### src/rtl/fifo_pkg.sv
// fifo_pkg: shared width helpers and flag-level legality check
// for the fifo_ctrl block and its pointer sub-module.
package fifo_pkg;

    // Pointer width; at least one bit so a 1-entry range never collapses.
    function automatic int addr_w(input int depth);
        return (depth < 2) ? 1 : $clog2(depth);
    endfunction

    // Occupancy width; must hold the value DEPTH itself.
    function automatic int cnt_w(input int depth);
        return $clog2(depth + 1);
    endfunction

    // Legal flag thresholds: 1 <= AF <= DEPTH, 0 <= AE <= DEPTH-1.
    function automatic bit levels_ok(
        input int depth,
        input int af,
        input int ae
    );
        return (depth >= 2) &&
               (af >= 1) && (af <= depth) &&
               (ae >= 0) && (ae <= depth - 1);
    endfunction

endpackage

### src/rtl/fifo_ptr.sv
// fifo_ptr: wrapping RAM address counter, 0..DEPTH-1.
// Wraps explicitly so non-power-of-2 depths work.
module fifo_ptr
    import fifo_pkg::*;
#(
    parameter int DEPTH = 256
) (
    input  logic                      i_Clk,
    input  logic                      i_Rst,
    input  logic                      i_Inc,
    output logic [addr_w(DEPTH)-1:0]  o_Ptr
);

    localparam int            AW   = addr_w(DEPTH);
    localparam logic [AW-1:0] LAST = AW'(DEPTH - 1);

    logic [AW-1:0] ptr_q;
    logic [AW-1:0] ptr_d;

    // Next pointer: advance on accept, wrap from LAST to 0.
    always_comb begin
        ptr_d = ptr_q;
        if (i_Inc) begin
            ptr_d = (ptr_q == LAST) ? '0 : ptr_q + AW'(1);
        end
    end

    // Pointer register with synchronous reset.
    always_ff @(posedge i_Clk) begin
        if (i_Rst) ptr_q <= '0;
        else       ptr_q <= ptr_d;
    end

    assign o_Ptr = ptr_q;

endmodule

### src/rtl/fifo_ctrl.sv
// fifo_ctrl: single-clock FIFO controller in front of a 2-port RAM.
// Optional macro FIFO_ERR_STICKY_EN adds sticky overflow/underflow.
module fifo_ctrl
    import fifo_pkg::*;
#(
    parameter int WIDTH    = 8,
    parameter int DEPTH    = 256,
    parameter int AF_LEVEL = DEPTH - 1,
    parameter int AE_LEVEL = 1
) (
    input  logic                      i_Clk,
    input  logic                      i_Rst,
    input  logic                      i_Wr_DV,
    input  logic [WIDTH-1:0]          i_Wr_Data,
    input  logic                      i_Rd_En,
    output logic                      o_Rd_DV,
    output logic [WIDTH-1:0]          o_Rd_Data,
    output logic                      o_Full,
    output logic                      o_Empty,
    output logic                      o_AF_Flag,
    output logic                      o_AE_Flag,
    output logic [cnt_w(DEPTH)-1:0]   o_Count,
    output logic [addr_w(DEPTH)-1:0]  o_Ram_Wr_Addr,
    output logic                      o_Ram_Wr_DV,
    output logic [WIDTH-1:0]          o_Ram_Wr_Data,
    output logic [addr_w(DEPTH)-1:0]  o_Ram_Rd_Addr,
    output logic                      o_Ram_Rd_En,
`ifdef FIFO_ERR_STICKY_EN
    output logic                      o_Overflow,
    output logic                      o_Underflow,
`endif
    input  logic                      i_Ram_Rd_DV,
    input  logic [WIDTH-1:0]          i_Ram_Rd_Data
);

    localparam int CW = cnt_w(DEPTH);

    if (!levels_ok(DEPTH, AF_LEVEL, AE_LEVEL)) begin : g_bad_levels
        $error("fifo_ctrl: illegal DEPTH/AF_LEVEL/AE_LEVEL");
    end

    logic [CW-1:0] cnt_q;
    logic [CW-1:0] cnt_d;
    logic          full;
    logic          empty;
    logic          wr_ok;
    logic          rd_ok;

    // Flags come only from the count register, never from requests.
    assign full  = (cnt_q == CW'(DEPTH));
    assign empty = (cnt_q == '0);

    assign wr_ok = i_Wr_DV & ~full;
    assign rd_ok = i_Rd_En & ~empty;

    fifo_ptr #(.DEPTH(DEPTH)) u_wr_ptr (
        .i_Clk (i_Clk),
        .i_Rst (i_Rst),
        .i_Inc (wr_ok),
        .o_Ptr (o_Ram_Wr_Addr)
    );

    fifo_ptr #(.DEPTH(DEPTH)) u_rd_ptr (
        .i_Clk (i_Clk),
        .i_Rst (i_Rst),
        .i_Inc (rd_ok),
        .o_Ptr (o_Ram_Rd_Addr)
    );

    // Occupancy next-state: net change of accepted write and read.
    always_comb begin
        cnt_d = cnt_q;
        case ({wr_ok, rd_ok})
            2'b10:   cnt_d = cnt_q + CW'(1);
            2'b01:   cnt_d = cnt_q - CW'(1);
            default: cnt_d = cnt_q;
        endcase
    end

    // Occupancy register; reset wins over any same-cycle request.
    always_ff @(posedge i_Clk) begin
        if (i_Rst) cnt_q <= '0;
        else       cnt_q <= cnt_d;
    end

    assign o_Count   = cnt_q;
    assign o_Full    = full;
    assign o_Empty   = empty;
    assign o_AF_Flag = (cnt_q >= CW'(AF_LEVEL));
    assign o_AE_Flag = (cnt_q <= CW'(AE_LEVEL));

    // Strobes to the RAM and back to the user are held off in reset.
    assign o_Ram_Wr_DV   = wr_ok & ~i_Rst;
    assign o_Ram_Rd_En   = rd_ok & ~i_Rst;
    assign o_Ram_Wr_Data = i_Wr_Data;
    assign o_Rd_DV       = i_Ram_Rd_DV & ~i_Rst;
    assign o_Rd_Data     = i_Ram_Rd_Data;

`ifdef FIFO_ERR_STICKY_EN
    logic ovf_q;
    logic unf_q;

    // Sticky error bits for requests dropped at full or empty.
    always_ff @(posedge i_Clk) begin
        if (i_Rst) begin
            ovf_q <= 1'b0;
            unf_q <= 1'b0;
        end else begin
            ovf_q <= ovf_q | (i_Wr_DV & full);
            unf_q <= unf_q | (i_Rd_En & empty);
        end
    end

    assign o_Overflow  = ovf_q;
    assign o_Underflow = unf_q;
`endif

endmodule
### config.mk
export PLATFORM = sky130hd
export DESIGN_NAME = fifo_ctrl
export DESIGN_NICKNAME = d
export VERILOG_FILES = /design/src/rtl/fifo_pkg.sv /design/src/rtl/fifo_ptr.sv /design/src/rtl/fifo_ctrl.sv
export SDC_FILE = /design/constraint.sdc
export NUM_CORES = 1
export LEC_CHECK = 0
export ABC_AREA = 1
export CAP_MARGIN = 0
export CORE_ASPECT_RATIO = 1.2
export CORE_MARGIN = 4
export CORE_UTILIZATION = 39
export CTS_BUF_LIST = sky130_fd_sc_hd__clkbuf_16
export DETAILED_ROUTE_END_ITERATION = 8
export GPL_TIMING_DRIVEN = 0
export MAX_ROUTING_LAYER = met4
export PLACE_DENSITY = 0.75
export SYNTH_ARGS = -nofsm -noshare
export SYNTH_HDL_FRONTEND = slang
export SYNTH_SLANG_ARGS = --single-unit
### constraint.sdc
create_clock -name i_Clk -period 4.8 [get_ports i_Clk]
set_clock_uncertainty 0.05 [all_clocks]
set_input_delay 0.96 -clock i_Clk [delete_from_list [all_inputs] [get_ports i_Clk]]
set_output_delay 0.96 -clock i_Clk [all_outputs]
set_load 0.03 [all_outputs]
==> impl_metrics.yaml <==
final_layout:
  final_nets: 359
  final_layout_size_suffix_gt1_share_pct: 11.9
  diodes: 0
  stdcell_count: 385
  area_delta_synth_final_pct: 37.6
  final_util_pct: 56.1
synth:
  ys_top_cells_by_area: "dfxtp_1 (28%), nand2_1 (14%), nor2_1 (8.3%)"
  yosysSeqAreaShare_pct: 28.3
  syn_nets: 303
  yosys.area_share.simple_pct: 39.1
  syn-instance-count: 274
  synth-xor-area-share_pct: 0.496
  synth_top_family_by_area: "simple AND/OR/NAND/NOR gates"
  synth_fa_ha_area_share_pct: 5.67
  synth_area_per_cell_sq_um: 6.44
  synth_compound_area_share_pct: 11.3
  yosys.cell_types.count: 29
  ys_warn_count: 0
  synth_seq_cells: 25
  yosys.area.top_type_share_pct: 28.3
  syn-cell-area_sq_mm: 0.00177
  muxShareOfSynthArea_pct: 0
  yosysTopAreaCell: "dfxtp_1"
timing:
  hold_viol: 0
  slew_violations: 0
  setup_tns_ps: 0
  slew_headroom_pct: 73.4
  max_freq_mhz: 284
  post-route-period-util_pct: 73.3
  setup_viol: 0
  worstMarginPinSlew_ps: 399
  fin_crit_ps: 3520
  rsz0062_at_grt: "false"
power_and_ir_drop:
  clkPwrFrac_pct: 15.8
  ir_drop_mv: 0.322
  p_sw_share_pct: 48.4
  p_switching_mw: 0.581
  p_per_area_mw_per_mm2: 495
  p_int_mw: 0.621
  p_leak_nw: 0.983
  seq_power_share_pct: 24.8
  pwr-share-comb_pct: 59.4
critical_path:
  cp-startpoint: "i_Rd_En"
  start_kind: "input pin"
  arrival_ps: 2510
  r2r_start: "o_Count[0]"
  critPathMaxFanout: 8
  crit_type: "input pin to output port"
  r2r_slack_ps: 2400
  worstPathRequired_ps: 3790
  critPathCaptureType: "output port"
die:
  io_pins: 69
  die_area_sq_mm: 0.00567
  die_h_microns: 81.7
  start_util_pct: 40.8
  die_x_microns: 69.4
  core-area_sq_mm: 0.00433
  core.rowCount: 26
grt:
  grt_pass1_wl_microns: 7290
  antenna_found_initial: 0
  grt_overflow: 0
  grt_pass1_vias: 1722
  grt_start_max_net_pins: 16
  track_usage_pct: 15.7
clock_network:
  clk_pin_slew_ps: 70
  cts_tree: "yes"
  cts.htree.levels: 1
  clockBufferDepth: 2
  numCtsBuffers: 3
  cts-root-buf: "clkbuf_16"
  clk_latency_ps: 260
  cts.sinks: 25
  cts_hold_buf: 0
  post-cts-setup-buffers: 0
  cts_resized: 0
routing:
  drc: 0
  ant_nets: 0
  routed_wl_microns: 4250
  vias: 1863
  first_pass_iters: 4
  wire_per_inst_microns: 11.0
  viasPerCell: 4.84
  dr.first_iter.drc_count: 109
min_path:
  hold_class: "flip-flop to flip-flop"
  min_from: "u_wr_ptr.o_Ptr[1]"
placement:
  gp_congestion: 0.871
  dp_hpwl_microns: 3300
  dp.cells: 381
  port_buffers: 51
run_status:
  outcome: "completed"
job:
  max-cap-violations: 0
## flip-flops by register name (all words and copies together), names as in the netlist
| name | count |
|---|---|
| u_wr_ptr.o_Ptr | 8 |
| o_Count | 9 |
| u_rd_ptr.o_Ptr | 8 |
## layer usage
metal | global-route usage [%] | wire [microns] | up-vias
li1 | - | - | 983
met1 | 18.4 | 1970 | 812
met2 | 27.5 | 1950 | 63
met3 | 3.06 | 282 | 5
met4 | 4.69 | 46 | 0
met5 | - | 0 | -
## power groups by stage
| stage | registers, mW | logic, mW | clock network (mW) |
|---|---|---|---|
| floorplan | 0.363 | 0.427 | 0 |
| global placement | 0.301 | 0.709 | 0 |
| detailed placement | 0.301 | 0.717 | 0 |
| CTS | 0.297 | 0.719 | 0.197 |
| global route | 0.307 | 0.786 | 0.205 |
| finish | 0.298 | 0.714 | 0.190 |
## critical path: stages
cell and delay (ps):
clkdlybuf4s50_1 640, nand2_4 130, nor2_1 100, clkdlybuf4s50_1 680
## layout by cell type (no fill, tap or decap), drive strengths merged
cell and count:
nor2 41, buf 20, o21ai 11, or2 1, inv 29, dfxtp 25
nand4 9, and2 1, xor2 1, nand3 28, ha 8, o21bai 1
a21oi 23, nand3b 1, nor3 2, clkbuf 5, clkinvlp 1, nand2 69
clkdlybuf4s50 51, o211ai 1, o22ai 1
## worst paths after layout
kind                            end  cells past startpoint
hold reg to reg   u_wr_ptr.o_Ptr[1]                      2
setup reg to reg         o_Count[5]                     15
hold / removal    u_wr_ptr.o_Ptr[1]                      2
setup / recovery        o_Ram_Rd_En                      4
## cell usage after synthesis (all sizes together)
master  number
a21oi       23
and2         1
buf         20
clkbuf       2
dfxtp       25
ha           8
inv         29
nand2       69
nand3       28
nand3b       1
nand4        9
nor2        41
nor3         2
o211ai       1
o21ai       11
o21bai       1
o22ai        1
or2          1
xor2         1
## kinds of logic (layout without fill, tap and decap cells)
logic type | Yosys count | count (layout)
buffers and inverters | 51 | 106
adders and majority gates | 8 | 8
and+or+nand+nor | 152 | 152
AOI/OAI and AO/OA | 37 | 37
xor gates and xnor gates | 1 | 1
DFF | 25 | 25
## final cells by class
| cell class | count | area [sq um] |
|---|---|---|
| Clock inverter | 1 | 7.51 |
| Fill cell | 435 | 1900 |
| Multi-Input combinational cell | 198 | 997 |
| Timing Repair Buffer | 51 | 510 |
| Sequential cell | 25 | 500 |
| Buffer | 22 | 156 |
| Inverter | 29 | 111 |
| Tap cell | 56 | 70.1 |
| Clock buffer | 3 | 75.1 |
## metrics by stage
stage	total power, mW	cell area (sq um)	worst slack, ps	hold WS [ps]
3_5_place_dp	1.02	2350	1280	439
5_1_grt	1.30	2430	1210	490
6_report	1.20	2430	1280	451
2_1_floorplan	0.790	1770	2050	555
4_1_cts	1.21	2430	1280	451
3_3_place_gp	1.01	2350	1280	431
(Power assumes the default switching activity.)
